<file path="src/rtl/parking_gate_controller_if.sv">
// Event/gate bundle between the barrier hardware, the parking system and the
// gate controller.
//   Sensor side : entry_req/entry_is_uni, exit_req/exit_is_uni (levels)
//   System side : vacancy flags, parked-car counts (into the controller)
//   Event side  : car_entered/car_exited strobes with class qualifiers
//   Gate side   : barrier drives, one-cycle denial pulses, busy
// The master modport is the controller; the slave modport is its surroundings.
interface parking_gate_controller_if;
   logic       entry_req;
   logic       entry_is_uni;
   logic       exit_req;
   logic       exit_is_uni;
   logic       uni_is_vacated_space;
   logic       free_is_vacated_space;
   logic [9:0] uni_parked_car;
   logic [9:0] free_parked_car;
   logic       car_entered;
   logic       is_uni_car_entered;
   logic       car_exited;
   logic       is_uni_car_exited;
   logic       entry_gate_open;
   logic       exit_gate_open;
   logic       entry_denied;
   logic       exit_denied;
   logic       busy;

   modport master (
      input  entry_req, entry_is_uni, exit_req, exit_is_uni,
      input  uni_is_vacated_space, free_is_vacated_space,
      input  uni_parked_car, free_parked_car,
      output car_entered, is_uni_car_entered, car_exited, is_uni_car_exited,
      output entry_gate_open, exit_gate_open, entry_denied, exit_denied, busy
   );

   modport slave (
      output entry_req, entry_is_uni, exit_req, exit_is_uni,
      output uni_is_vacated_space, free_is_vacated_space,
      output uni_parked_car, free_parked_car,
      input  car_entered, is_uni_car_entered, car_exited, is_uni_car_exited,
      input  entry_gate_open, exit_gate_open, entry_denied, exit_denied, busy
   );
endinterface

</file>
<file path="src/rtl/parking_gate_controller.sv">
// Gate-side driver of the parking system's event interface.
// Two identical barrier FSMs (entry, exit) decide admission, hold the barrier
// open, then emit one serialized event strobe each through a shared arbiter
// that enforces a minimum low gap between strobes (exit has priority).
//   clk, reset : system clock, asynchronous active-high reset
//   bus        : parking_gate_controller_if.master (sensors, system status,
//                event strobes, barrier drives, denial pulses, busy)

// One barrier channel: IDLE -> CHECK -> OPEN -> COMMIT -> IDLE, or CHECK -> DENY.
// COMMIT first waits for the strobe slot with the gate still open, then strobes.
module parking_gate_fsm #(
   parameter int unsigned GATE_OPEN_CYCLES = 8,
   parameter int unsigned STROBE_CYCLES    = 2
) (
   input  logic clk,
   input  logic reset,
   input  logic req_edge,    // accepted only while IDLE
   input  logic is_uni,      // class of the waiting car, latched in CHECK
   input  logic admit,       // admission decision, meaningful in CHECK
   input  logic grant,       // strobe slot granted this cycle
   output logic strobe_req,  // asking for the strobe slot
   output logic gate_open,
   output logic strobe,
   output logic is_uni_q,
   output logic denied,
   output logic active
);
   typedef enum logic [2:0] {
      IDLE   = 3'd0,
      CHECK  = 3'd1,
      OPEN   = 3'd2,
      COMMIT = 3'd3,
      DENY   = 3'd4
   } state_t;

   localparam logic [7:0] OPEN_LAST   = 8'(GATE_OPEN_CYCLES - 1);
   localparam logic [7:0] STROBE_LAST = 8'(STROBE_CYCLES - 1);

   state_t     state_r, state_nxt_s;
   logic [7:0] cnt_r, cnt_nxt_s;
   logic       strobing_r, strobing_nxt_s;
   logic       gate_nxt_s, strobe_nxt_s, denied_nxt_s, active_nxt_s;

   // The slot is requested already on the last OPEN cycle so an uncontended
   // strobe follows the gate with no dead cycle.
   assign strobe_req = ((state_r == OPEN) && (cnt_r == OPEN_LAST)) ||
                       ((state_r == COMMIT) && !strobing_r);

   // State register
   always_ff @(posedge clk or posedge reset) begin
      if (reset) begin
         state_r    <= IDLE;
         cnt_r      <= 8'd0;
         strobing_r <= 1'b0;
      end else begin
         state_r    <= state_nxt_s;
         cnt_r      <= cnt_nxt_s;
         strobing_r <= strobing_nxt_s;
      end
   end

   // Next-state logic
   always_comb begin
      state_nxt_s    = state_r;
      cnt_nxt_s      = cnt_r;
      strobing_nxt_s = strobing_r;
      case (state_r)
         IDLE: begin
            cnt_nxt_s      = 8'd0;
            strobing_nxt_s = 1'b0;
            if (req_edge) state_nxt_s = CHECK;
            else          state_nxt_s = IDLE;
         end
         CHECK: begin
            cnt_nxt_s = 8'd0;
            if (admit) state_nxt_s = OPEN;
            else       state_nxt_s = DENY;
         end
         OPEN: begin
            if (cnt_r == OPEN_LAST) begin
               state_nxt_s    = COMMIT;
               cnt_nxt_s      = 8'd0;
               strobing_nxt_s = grant;
            end else begin
               cnt_nxt_s = cnt_r + 8'd1;
            end
         end
         COMMIT: begin
            if (!strobing_r) begin
               cnt_nxt_s      = 8'd0;
               strobing_nxt_s = grant;
            end else if (cnt_r == STROBE_LAST) begin
               state_nxt_s    = IDLE;
               cnt_nxt_s      = 8'd0;
               strobing_nxt_s = 1'b0;
            end else begin
               cnt_nxt_s = cnt_r + 8'd1;
            end
         end
         DENY: begin
            state_nxt_s = IDLE;
         end
         default: begin
            state_nxt_s    = IDLE;
            cnt_nxt_s      = 8'd0;
            strobing_nxt_s = 1'b0;
         end
      endcase
   end

   // Output decode from the next state so the drives can be registered
   always_comb begin
      gate_nxt_s   = 1'b0;
      strobe_nxt_s = 1'b0;
      denied_nxt_s = 1'b0;
      active_nxt_s = (state_nxt_s != IDLE);
      case (state_nxt_s)
         OPEN: begin
            gate_nxt_s = 1'b1;
         end
         COMMIT: begin
            gate_nxt_s   = !strobing_nxt_s;
            strobe_nxt_s = strobing_nxt_s;
         end
         DENY: begin
            denied_nxt_s = 1'b1;
         end
         default: begin
            gate_nxt_s   = 1'b0;
            strobe_nxt_s = 1'b0;
            denied_nxt_s = 1'b0;
         end
      endcase
   end

   // Output registers; the class qualifier only moves at the end of CHECK
   always_ff @(posedge clk or posedge reset) begin
      if (reset) begin
         gate_open <= 1'b0;
         strobe    <= 1'b0;
         denied    <= 1'b0;
         active    <= 1'b0;
         is_uni_q  <= 1'b0;
      end else begin
         gate_open <= gate_nxt_s;
         strobe    <= strobe_nxt_s;
         denied    <= denied_nxt_s;
         active    <= active_nxt_s;
         if (state_r == CHECK) is_uni_q <= is_uni;
         else                  is_uni_q <= is_uni_q;
      end
   end
endmodule

module parking_gate_controller #(
   parameter int unsigned GATE_OPEN_CYCLES = 8,
   parameter int unsigned STROBE_CYCLES    = 2,
   parameter int unsigned GAP_CYCLES       = 2
) (
   input  logic                       clk,
   input  logic                       reset,
   parking_gate_controller_if.master  bus
);
   localparam logic [3:0] GAP_LOAD = 4'(GAP_CYCLES);

   logic       entry_req_r, exit_req_r;
   logic       entry_edge_s, exit_edge_s;
   logic       entry_admit_s, exit_admit_s;
   logic       entry_wants_s, exit_wants_s;
   logic       entry_grant_s, exit_grant_s;
   logic       entry_strobe_s, exit_strobe_s;
   logic       entry_active_s, exit_active_s;
   logic       any_strobe_s, gap_ok_s;
   logic [3:0] gap_cnt_r;

   // Sensor levels registered once for edge detection
   always_ff @(posedge clk or posedge reset) begin
      if (reset) begin
         entry_req_r <= 1'b0;
         exit_req_r  <= 1'b0;
      end else begin
         entry_req_r <= bus.entry_req;
         exit_req_r  <= bus.exit_req;
      end
   end

   assign entry_edge_s  = bus.entry_req & ~entry_req_r;
   assign exit_edge_s   = bus.exit_req  & ~exit_req_r;
   assign entry_admit_s = bus.entry_is_uni ? bus.uni_is_vacated_space
                                           : bus.free_is_vacated_space;
   assign exit_admit_s  = bus.exit_is_uni ? (bus.uni_parked_car  != 10'd0)
                                          : (bus.free_parked_car != 10'd0);

   // Gap counter: reloaded while any strobe is high, then counts low cycles down.
   // A grant in a cycle makes the strobe rise next cycle, so the gap has run
   // out once the counter reaches 1 with both strobes low.
   always_ff @(posedge clk or posedge reset) begin
      if (reset)                   gap_cnt_r <= 4'd0;
      else if (any_strobe_s)       gap_cnt_r <= GAP_LOAD;
      else if (gap_cnt_r != 4'd0)  gap_cnt_r <= gap_cnt_r - 4'd1;
      else                         gap_cnt_r <= gap_cnt_r;
   end

   assign any_strobe_s  = entry_strobe_s | exit_strobe_s;
   assign gap_ok_s      = !any_strobe_s && (gap_cnt_r <= 4'd1);
   assign exit_grant_s  = exit_wants_s & gap_ok_s;
   assign entry_grant_s = entry_wants_s & gap_ok_s & ~exit_wants_s;

   parking_gate_fsm #(
      .GATE_OPEN_CYCLES (GATE_OPEN_CYCLES),
      .STROBE_CYCLES    (STROBE_CYCLES)
   ) u_entry (
      .clk        (clk),
      .reset      (reset),
      .req_edge   (entry_edge_s),
      .is_uni     (bus.entry_is_uni),
      .admit      (entry_admit_s),
      .grant      (entry_grant_s),
      .strobe_req (entry_wants_s),
      .gate_open  (bus.entry_gate_open),
      .strobe     (entry_strobe_s),
      .is_uni_q   (bus.is_uni_car_entered),
      .denied     (bus.entry_denied),
      .active     (entry_active_s)
   );

   parking_gate_fsm #(
      .GATE_OPEN_CYCLES (GATE_OPEN_CYCLES),
      .STROBE_CYCLES    (STROBE_CYCLES)
   ) u_exit (
      .clk        (clk),
      .reset      (reset),
      .req_edge   (exit_edge_s),
      .is_uni     (bus.exit_is_uni),
      .admit      (exit_admit_s),
      .grant      (exit_grant_s),
      .strobe_req (exit_wants_s),
      .gate_open  (bus.exit_gate_open),
      .strobe     (exit_strobe_s),
      .is_uni_q   (bus.is_uni_car_exited),
      .denied     (bus.exit_denied),
      .active     (exit_active_s)
   );

   assign bus.car_entered = entry_strobe_s;
   assign bus.car_exited  = exit_strobe_s;
   assign bus.busy        = entry_active_s | exit_active_s;
endmodule

</file>
<file path="src/flat_wrapper.sv">
// flat-port wrapper written by rule: the top's interface ports become plain ports
module parking_gate_controller_flat 
#(
   parameter int unsigned GATE_OPEN_CYCLES = 8,
   parameter int unsigned STROBE_CYCLES    = 2,
   parameter int unsigned GAP_CYCLES       = 2
)
  (clk, reset, bus_entry_req, bus_entry_is_uni, bus_exit_req, bus_exit_is_uni, bus_uni_is_vacated_space, bus_free_is_vacated_space, bus_uni_parked_car, bus_free_parked_car, bus_car_entered, bus_is_uni_car_entered, bus_car_exited, bus_is_uni_car_exited, bus_entry_gate_open, bus_exit_gate_open, bus_entry_denied, bus_exit_denied, bus_busy);
  parking_gate_controller_if bus_i ();
  input  logic clk;
  input  logic reset;
  input wire logic [$bits(bus_i.entry_req)-1:0] bus_entry_req;
  input wire logic [$bits(bus_i.entry_is_uni)-1:0] bus_entry_is_uni;
  input wire logic [$bits(bus_i.exit_req)-1:0] bus_exit_req;
  input wire logic [$bits(bus_i.exit_is_uni)-1:0] bus_exit_is_uni;
  input wire logic [$bits(bus_i.uni_is_vacated_space)-1:0] bus_uni_is_vacated_space;
  input wire logic [$bits(bus_i.free_is_vacated_space)-1:0] bus_free_is_vacated_space;
  input wire logic [$bits(bus_i.uni_parked_car)-1:0] bus_uni_parked_car;
  input wire logic [$bits(bus_i.free_parked_car)-1:0] bus_free_parked_car;
  output wire logic [$bits(bus_i.car_entered)-1:0] bus_car_entered;
  output wire logic [$bits(bus_i.is_uni_car_entered)-1:0] bus_is_uni_car_entered;
  output wire logic [$bits(bus_i.car_exited)-1:0] bus_car_exited;
  output wire logic [$bits(bus_i.is_uni_car_exited)-1:0] bus_is_uni_car_exited;
  output wire logic [$bits(bus_i.entry_gate_open)-1:0] bus_entry_gate_open;
  output wire logic [$bits(bus_i.exit_gate_open)-1:0] bus_exit_gate_open;
  output wire logic [$bits(bus_i.entry_denied)-1:0] bus_entry_denied;
  output wire logic [$bits(bus_i.exit_denied)-1:0] bus_exit_denied;
  output wire logic [$bits(bus_i.busy)-1:0] bus_busy;
  assign bus_i.entry_req = bus_entry_req;
  assign bus_i.entry_is_uni = bus_entry_is_uni;
  assign bus_i.exit_req = bus_exit_req;
  assign bus_i.exit_is_uni = bus_exit_is_uni;
  assign bus_i.uni_is_vacated_space = bus_uni_is_vacated_space;
  assign bus_i.free_is_vacated_space = bus_free_is_vacated_space;
  assign bus_i.uni_parked_car = bus_uni_parked_car;
  assign bus_i.free_parked_car = bus_free_parked_car;
  assign bus_car_entered = bus_i.car_entered;
  assign bus_is_uni_car_entered = bus_i.is_uni_car_entered;
  assign bus_car_exited = bus_i.car_exited;
  assign bus_is_uni_car_exited = bus_i.is_uni_car_exited;
  assign bus_entry_gate_open = bus_i.entry_gate_open;
  assign bus_exit_gate_open = bus_i.exit_gate_open;
  assign bus_entry_denied = bus_i.entry_denied;
  assign bus_exit_denied = bus_i.exit_denied;
  assign bus_busy = bus_i.busy;
  parking_gate_controller #(.GATE_OPEN_CYCLES(GATE_OPEN_CYCLES), .STROBE_CYCLES(STROBE_CYCLES), .GAP_CYCLES(GAP_CYCLES)) u_core (.clk(clk), .reset(reset), .bus(bus_i));
endmodule
</file>
<file path="config.mk">
export PLATFORM = sky130hd
export DESIGN_NAME = parking_gate_controller_flat
export DESIGN_NICKNAME = d
export VERILOG_FILES = /design/src/rtl/parking_gate_controller_if.sv /design/src/rtl/parking_gate_controller.sv /design/src/flat_wrapper.sv
export SDC_FILE = /design/constraint.sdc
export NUM_CORES = 1
export LEC_CHECK = 0
export ABC_AREA = 1
export CAP_MARGIN = 20
export CORE_ASPECT_RATIO = 1.75
export CORE_MARGIN = 4
export CORE_UTILIZATION = 40
export CTS_BUF_LIST = sky130_fd_sc_hd__clkbuf_16
export DETAILED_ROUTE_END_ITERATION = 8
export SYNTH_ARGS = -nofsm -noshare
export SYNTH_HDL_FRONTEND = slang
export SYNTH_SLANG_ARGS = --single-unit
</file>
<file path="constraint.sdc">
create_clock -name clk -period 2 [get_ports clk]
set_clock_uncertainty 0.05 [all_clocks]
set_input_delay 0.3 -clock clk [delete_from_list [all_inputs] [get_ports clk]]
set_output_delay 0.3 -clock clk [all_outputs]
set_load 0.02 [all_outputs]
</file>
Yosys cells after proc, flatten, opt, wreduce, memory -nomap -nowiden
Cells that the tools add are included.

Mux-type cells: 38. Bitwise logic cells: 10. Equality and inequality tests: 18. Add/subtract/negate cells: 3. Magnitude comparators: 1. Reduce and logical (&&, ||, !) cells: 22.

Operator list (number): $mux 8 (6); $pmux 8 s3 (2); $eq 3x2->1 const B (8); $mux 3 (8); $pmux 3 s4 (2); $reduce_bool 10->1 (2); $add 8x1->8 const B (2); $eq 8x1->1 const B (2); $eq 8x3->1 const B (2); $mux 1 (14); $eq 3x3->1 const B (4); $mux 4 (2); $eq 3x1->1 const B (2); $logic_not 3->1 (2); $pmux 1 s3 (2); $reduce_bool 3->1 (2); $and 1x1->1 (5); $logic_and 1x1->1 (5); $logic_not 1->1 (5); $le 4x1->1 const B (1); $pmux 1 s2 (2); $reduce_bool 4->1 (1); $reduce_or 2->1 (2); $sub 4x1->4 const B (1); other kinds (4) (8).

Bits of input ports: 28. Word-level logic and storage cells: 111. Register bits after elaboration: 40. Output and inout port bits: 9.

Depth between registers and ports, before layout
Gate-level depths: netlist (run 1).

Depth in word-level cells: 9. Depth in mapped cells: 11. Mapped depth without buffers: 11.

Hierarchy
Synthesis (run 1) repeated with hierarchy kept, for this count alone.

Cells, all modules: 318. Area total of the unflattened synthesis: 2372.3 um^2.

By module, submodules not included: parking_gate_fsm (instances 2, seq. area each 425.4 um^2, cells an instance 128, area each 975.9 um^2); parking_gate_controller (instances 1, seq. area each 150.1 um^2, cells an instance 62, area each 420.4 um^2).

Worst setup path before layout (run 1)
OpenSTA, ideal clock, no wires.

Path type: register -> register. Start: reg u_core.u_exit.cnt_r[0]. End: reg u_core.u_exit.active. Setup slack: 0.635 ns. Buffers on the path: 0. Clock period less this slack: 1.365 ns. Arrival: 1.196 ns. Cell stages (with the launch flop): 8. Setup time: 0.119 ns. Cell sequence: dfrtp_1 ha_1 nand3_1 nor2_2 a21oi_1 nand3_1 nor2_1 nand2_1.

Cells in the longest elaborated chain, start to end: 5. Elaborated cells between the ends (all ways): 7. Those cells by class: eq/ne (2); mux (4); reduce/logical (1).

RTL lines: start: declaration (RTL line parking_gate_controller.sv:40) `logic [7:0] cnt_r, cnt_nxt_s;`; start signal: assignment (RTL line parking_gate_controller.sv:57) `cnt_r <= cnt_nxt_s;`; $eq 8x1->1 (RTL line parking_gate_controller.sv:92) `end else if (cnt_r == STROBE_LAST) begin`; $mux 3 (RTL line parking_gate_controller.sv:92); $mux 3 (RTL line parking_gate_controller.sv:89) `if (!strobing_r) begin`; $pmux 3 s4 * (RTL line parking_gate_controller.sv:67) `case (state_r)`; named net u_core.u_exit.state_nxt_s[0] (RTL line parking_gate_controller.sv:39) `state_t state_r, state_nxt_s;`; $reduce_bool 3->1 * (RTL line parking_gate_controller.sv:116) `active_nxt_s = (state_nxt_s != IDLE);`; named net u_core.u_exit.active_nxt_s (RTL line parking_gate_controller.sv:42) `logic gate_nxt_s, strobe_nxt_s, denied_nxt_s, active_nxt_s;`; end signal: assignment (RTL line parking_gate_controller.sv:148) `active <= active_nxt_s;`; end: declaration (RTL line parking_gate_controller.sv:26) `output logic active`.

Mark *: on every way through the listed nets, which the timed path passes. The rest lies on a longest branch. A chain may end at the register's enable or synchronous reset.

Worst setup path in the final report (run 1)
Start: reg u_core.u_exit.active. End: out bus_busy.

Cells in the longest elaborated chain, start to end: 1.

RTL lines: $or 1x1->1 (RTL line parking_gate_controller.sv:247) `assign bus.busy = entry_active_s | exit_active_s;`; end: declaration (RTL line flat_wrapper.sv:28) `output wire logic [$bits(bus_i.busy)-1:0] bus_busy;`.

Every way passes these cells.

==> out/results.txt, run 1 <==
outcome - completed
Post-synth EDFFs - 0
clk buf depth - 2
drt wl/cell - 11.5 um
depth of the worst register-to-register path - 7
Antenna Nets Post-Route - 0
Yosys top cell by area - dfrtp_1
n_diodes - 0
CP Class - reg -> out
Clock Sinks - 40
initial antenna violation count - 0
PostCTS Resize Cnt - 0
Max Fclk - 555 MHz
MaxCap Viol Count - 0
most common cell in the netlist - nand2_1
reg-to-reg endpoint - u_core.u_exit.active
Post-DP HPWL - 3.52 mm
Yosys Warn Count - 0
most common library cells after synthesis - nand2_1, nor2_1, inv_1
Global Route Usage Sum - 14.4%
#FFs+latches synth - 40
H-tree Lvls - 2
Netlist cell types - 25
IO buf count - 36
Worst Path Max Fanout - 1
hold crit path type - in -> async
die area - 0.00673 mm^2
Remaining DRCs - 0
first-pass GRT wire length - 7.76 mm
Starting DRT DRC Count - 69
Die Span Y - 106 um
crit path launch type - flip-flop
Leak - 0.00139 uW
area delta synth->final - 27.6%
num ports - 37
Die Span X - 63.7 um
core area - 0.00526 mm^2
CTS tree - built
fin crit share - 90.0%
Routed WL - 4.38 mm
row count - 35
Setup violations, final - 0
WP data required - 1.65 ns
Final Hold Fails - 0
layout cells sized above 1 - 10.1%
worst vdd ir - 0.569 mV
largest cells by area after synthesis - dfrtp_1, nand2_1, nor2_1
largest net degree at the start of global routing - 41
reg2reg setup slack - 0.47 ns
PwrDens - 1210 mW/mm^2
Final Util - 52.8%
crit end category - primary output
Final Wtd Congestion - 0.782
clk_lat worst skew - 0.28 ns
top_reg_cell synth - dfrtp_1
Slew headroom - 66.2%
total number of vias - 1853
CTS Root Cell - clkbuf_16
asr flop ratio synth - 100%
Post-Synthesis Cells - 282
Seq/Total Area, Yosys - 46.0%
nets - 360
vias per cell - 4.85
CTS Buf Count - 5
Synthesized Nets - 316
WHS - 0.392 ns
RSZ-0062 raised after global routing - no
placed inst area - 0.00261 mm^2
Design Area, Final - 0.00278 mm^2
clk slew on worst S/H paths - 0.06 ns
First-pass DRT Iterations - 4
Initial Util - 41.4%
Worst Slack Setup Final - 0.200 ns
GRT overflow - 0
Reg2Reg Launch Point - u_core.u_exit.cnt_r[0]
actual slew at the worst max-slew pin - 0.507 ns
Slew Viols, Final - 0
postcts setup bufs - 0
worst slack at placement - 0.409 ns
Tmin final - 1.80 ns
vias in the first global route - 1897
Fin Setup TNS - 0 ns
Avg Cell Area, Syn - 7.71 um^2
cts hold-fix bufs - 0
Critical Path AT - 1.45 ns
mapped cell area - 0.00217 mm^2
Yosys top cell area share - 46.0%
## metrics by stage
stage	std cells	total power [uW]
3_5_place_dp	374	2530
5_1_grt	382	3640
4_1_cts	382	3430
6_report	382	3370
3_3_place_gp	374	2510
2_1_floorplan	282	2130
## layout by cell type (no fill, tap or decap)
cell and count:
dfrtp_1 40, xor2_1 8, a21oi_1 8, inv_1 44, inv_2 6, nand3_2 2, nor2_2 7, nor2_1 48
o21ai_0 5, o21ai_2 2, a22oi_1 1, or2_2 3, o21ai_1 4, clkbuf_16 5, nor3_1 7, clkdlybuf4s50_1 36
nor3_4 1, nand2_1 57, nand4_1 6, clkinv_2 1, a21o_1 1, nand3_1 19, nand2_2 2, buf_4 1
bufinv_16 1, nor2_4 1, nor3_2 1, o22ai_1 1, ha_1 6, xnor2_1 3
## state kept, by name, indices dropped and copies added, names as in the netlist, 3 cells and up
name	flops
u_core.u_entry.cnt_r	8
u_core.u_exit.cnt_r	8
u_core.gap_cnt_r	4
u_core.u_entry.state_r	3
u_core.u_exit.state_r	3
## cell type report
class,count,area [um^2]
clock buffer,5,125
clock inverter,3,38.8
fill,522,2480
inverter,49,184
multi-input combinational,193,990
sequential,40,1000
tap,55,68.8
timing repair buffer,37,368
## worst max-delay path by stage
stage / from / to / slack (ns) / depth (start not counted)
floorplan: u_core.u_exit.cnt_r[0] / u_core.u_exit.active / 0.64 / 7
global placement: bus_entry_is_uni / u_core.u_entry.active / 0.43 / 8
detailed placement: bus_entry_is_uni / u_core.u_entry.active / 0.41 / 8
CTS: u_core.u_exit.active / bus_busy / 0.18 / 2
global route: u_core.u_exit.active / bus_busy / 0.14 / 2
finish: u_core.u_exit.active / bus_busy / 0.20 / 2
## cell families after synthesis
family                   count (synthesis)  share of synthesized area (%)
flip-flops                              40                           46.0
XOR/XNOR                                11                           4.43
AND/OR/NAND/NOR                        154                           31.9
adder cells (fa/ha/maj)                  6                           3.45
buffers and inverters                   49                           8.46
AO/OA/AOI/OAI                           22                           5.70
## power breakdown
part | leakage, uW | internal, uW | total (uW) | switching, uW
logic | 0.000789 | 535 | 1320 | 784
registers | 0.000515 | 1020 | 1180 | 157
clock network | 0.0000850 | 581 | 873 | 292
## worst max-delay path: stages (launching register included)
cell and delay, ns:
dfrtp_1 0.35, or2_2 0.29, clkdlybuf4s50_1 0.54
## layer usage
metal	vias to the layer above	global-route usage [%]	wire, um
met5	-	0	0
met1	858	13.5	1560
li1	964	-	-
met3	4	2.67	118
met2	27	29.8	2660
met4	0	4.64	50
Note: power is estimated with default switching activity, not from simulation.
==> run 2, diff against run 1 <==
SETUP_SLACK_MARGIN = 0.5   (was unset)
clock period = 1.79 ns   (was 2 ns; I/O delays follow)
==> run 2 against run 1 <==
Effect of this change:
- utilization is 11 points higher
- die area stayed put
- count of clock-buffer cells in the layout stayed put
- clock power is 16% higher
- global-route usage is 2.5 points higher
- via count is 8.4% higher
- combinational power is 78% higher
- sequential share of layout area is 6.0 points lower
- wire length is 22% higher
- critical path depth is 4 higher
- power is 41% higher
- critical endpoint is now u_core.u_exit.gate_open
==> out/results.txt, run 2 (synthesis results as in run 1) <==
outcome - completed
placed inst area - 0.00264 mm^2 (+1.1%)
Leak - 0.00157 uW (+13%)
Final Hold Fails - 0 (unchanged)
commonest non-fill, non-tap cells in the layout - nand2_1, nor2_1, dfrtp_1
First-pass DRT Iterations - 4 (unchanged)
Antenna Nets Post-Route - 0 (unchanged)
RSZ-0062 raised after global routing - yes
n_diodes - 0 (unchanged)
Initial Util - 41.4% (unchanged)
fin crit share - 80.0%
first-pass GRT wire length - 9.00 mm (+16%)
Clock Sinks - 40 (unchanged)
vias in the first global route - 2139 (+13%)
CTS Root Cell - clkbuf_16
clk_lat worst skew - 0.28 ns (about the same)
Slew Viols, Final - 0 (unchanged)
Worst Path Buf+Inv - 1 (unchanged)
Routed WL - 5.35 mm (+22%)
Setup violations, final - 0 (unchanged)
area delta synth->final - 54.5%
clk slew on worst S/H paths - 0.06 ns (about the same)
die area - 0.00673 mm^2 (unchanged)
layout cells sized above 1 - 40.2% (+30 points)
nets - 386 (+7.2%)
Post-DP HPWL - 3.69 mm (+4.6%)
Gate power share - 49.6% (+10 points)
core area - 0.00526 mm^2 (unchanged)
switching pwr - 1910 uW (+55%)
Max Fclk - 698 MHz
Design Area, Final - 0.00336 mm^2 (+21%)
total number of vias - 2009 (+8.4%)
Final Wtd Congestion - 0.809 (+3.4%)
sequential share of power - 29.1% (-5.8 points)
Switching Share - 40.3% (+3.7 points)
H-tree Lvls - 2 (unchanged)
CTS Buf Count - 5 (unchanged)
M3 GR Usage - 2.45% (-0.21 points)
critical path's top delay family - simple AND/OR/NAND/NOR gates
worst vdd ir - 0.725 mV (+27%)
Fin Setup TNS - 0 ns (unchanged)
Starting DRT DRC Count - 54 (-22%)
drt wl/cell - 13.1 um (+14%)
IO buf count - 36 (unchanged)
Worst Path Max Fanout - 2 (+1)
Slowest-stage cell, CP - dfrtp_1
initial antenna violation count - 0 (unchanged)
crit path launch type - flip-flop
num ports - 37 (unchanged)
Tmin final - 1.43 ns
Slew headroom - 80.6% (+14 points)
most common cell after layout, fill and taps aside - nand2_1
MaxCap Viol Count - 0 (unchanged)
GRT overflow - 0 (unchanged)
worst path cell trace - nor2_1 -> inv_1 -> nor2_2 -> nand2_1 -> nand4_1 -> nand2_1
most numerous cell on the critical path - nand2_1
vias per cell - 4.92 (+1.5%)
largest net degree at the start of global routing - 41 (unchanged)
worst slack at placement - 0.250 ns (-0.159 ns)
WP data required - 1.92 ns (+0.27 ns)
clk buf depth - 2 (unchanged)
Critical Path AT - 1.56 ns (+0.11 ns)
row count - 35 (unchanged)
Die Span Y - 106 um (unchanged)
gr busiest metal - met2
PwrDens - 1410 mW/mm^2 (+16%)
Pint - 2830 uW (+32%)
CP Class - reg -> reg
actual slew at the worst max-slew pin - 0.290 ns (-0.218 ns)
Die Span X - 63.7 um (unchanged)
Global Route Usage Sum - 17.0% (+2.5 points)
met2 GRT Util - 34.6% (+4.8 points)
hold crit path type - in -> async
crit end category - flip-flop
worst stage delay on the critical path - 0.40 ns (-0.14 ns)
power share of the clock group - 21.3% (-4.6 points)
Top Registers - u_core.u_entry.cnt_r (8), u_core.u_exit.cnt_r (8), u_core.gap_cnt_r (4)
Worst Slack Setup Final - 0.357 ns (+0.158 ns)
CTS tree - built
met1 GRT Util - 14.9% (+1.4 points)
Remaining DRCs - 0 (unchanged)
-- run 2: cell types whose count changed in the layout (fill, tap and decap cells not counted), sizes merged --
| cell | previous run | this run |
|---|---|---|
| buf | 1 | 28 |
| clkbuf | 5 | 10 |
| clkdlybuf4s15 | 0 | 3 |
| clkdlybuf4s50 | 36 | 27 |
| clkinvlp | 0 | 1 |
| inv | 50 | 49 |
-- run 2: layout make-up --
| cell class | count | area (um^2) |
|---|---|---|
| Clock buffer | 5 | 125 |
| Clock inverter | 3 | 42.5 |
| Fill cell | 445 | 1900 |
| Inverter | 49 | 194 |
| Multi-Input combinational cell | 193 | 1350 |
| Sequential cell | 40 | 1010 |
| Tap cell | 55 | 68.8 |
| Timing Repair Buffer | 63 | 571 |
-- run 2: what timing repair did --
item,CTS,global route
gates resized for setup,91,48
buffers inserted,19,7
setup endpoints to repair,39,42
hold endpoints to repair,0,0
hold buffers,0,0
pin swaps,29,27
gates cloned,0,0
-- run 2: final timing paths --
| path | start | to | slack (ns) | cells past startpoint |
|---|---|---|---|---|
| min in group clk | bus_exit_req | u_core.exit_req_r | 0.40 | 1 |
| hold reg to reg | u_core.u_exit.is_uni_q | u_core.u_exit.is_uni_q | 0.44 | 2 |
| setup reg to reg | u_core.u_entry.strobe | u_core.u_exit.gate_open | 0.36 | 6 |
| hold / removal | reset | u_core.u_entry.denied | 0.29 | 3 |
| setup / recovery | u_core.u_entry.strobe | u_core.u_exit.gate_open | 0.36 | 6 |
| max in group asynchronous | reset | u_core.u_entry.state_r[1] | 1.17 | 3 |
-- run 2: power by group through the flow --
stage,sequential (uW),combinational [uW],clock (uW)
floorplan,1360,1030,0
detailed placement,1330,1530,0
global placement,1330,1510,0
global route,1420,2570,1070
finish,1380,2350,1010
CTS,1360,2080,1030
-- run 2: worst min-delay path, cell delays in order --
cell and delay (ns):
clkdlybuf4s50_1 0.40, inv_1 0.09, buf_12 0.23
-- run 2: routing by layer --
layer	vias to the layer above	part of all wire (%)
met4	0	2.8
met3	13	2.3
met2	34	60
met5	-	0
met1	935	35
li1	1027	-
-- run 2: through the flow --
stage	total power (uW)	util [%]	hold WS, ns	std cells
after floorplan	2390	-	0.250	282
after detailed placement	2860	50.2	0.430	374
after global routing	5050	63.9	0.354	408
after global placement	2830	50.2	0.430	374
final	4730	63.9	0.292	408
after CTS	4470	61.1	0.301	401
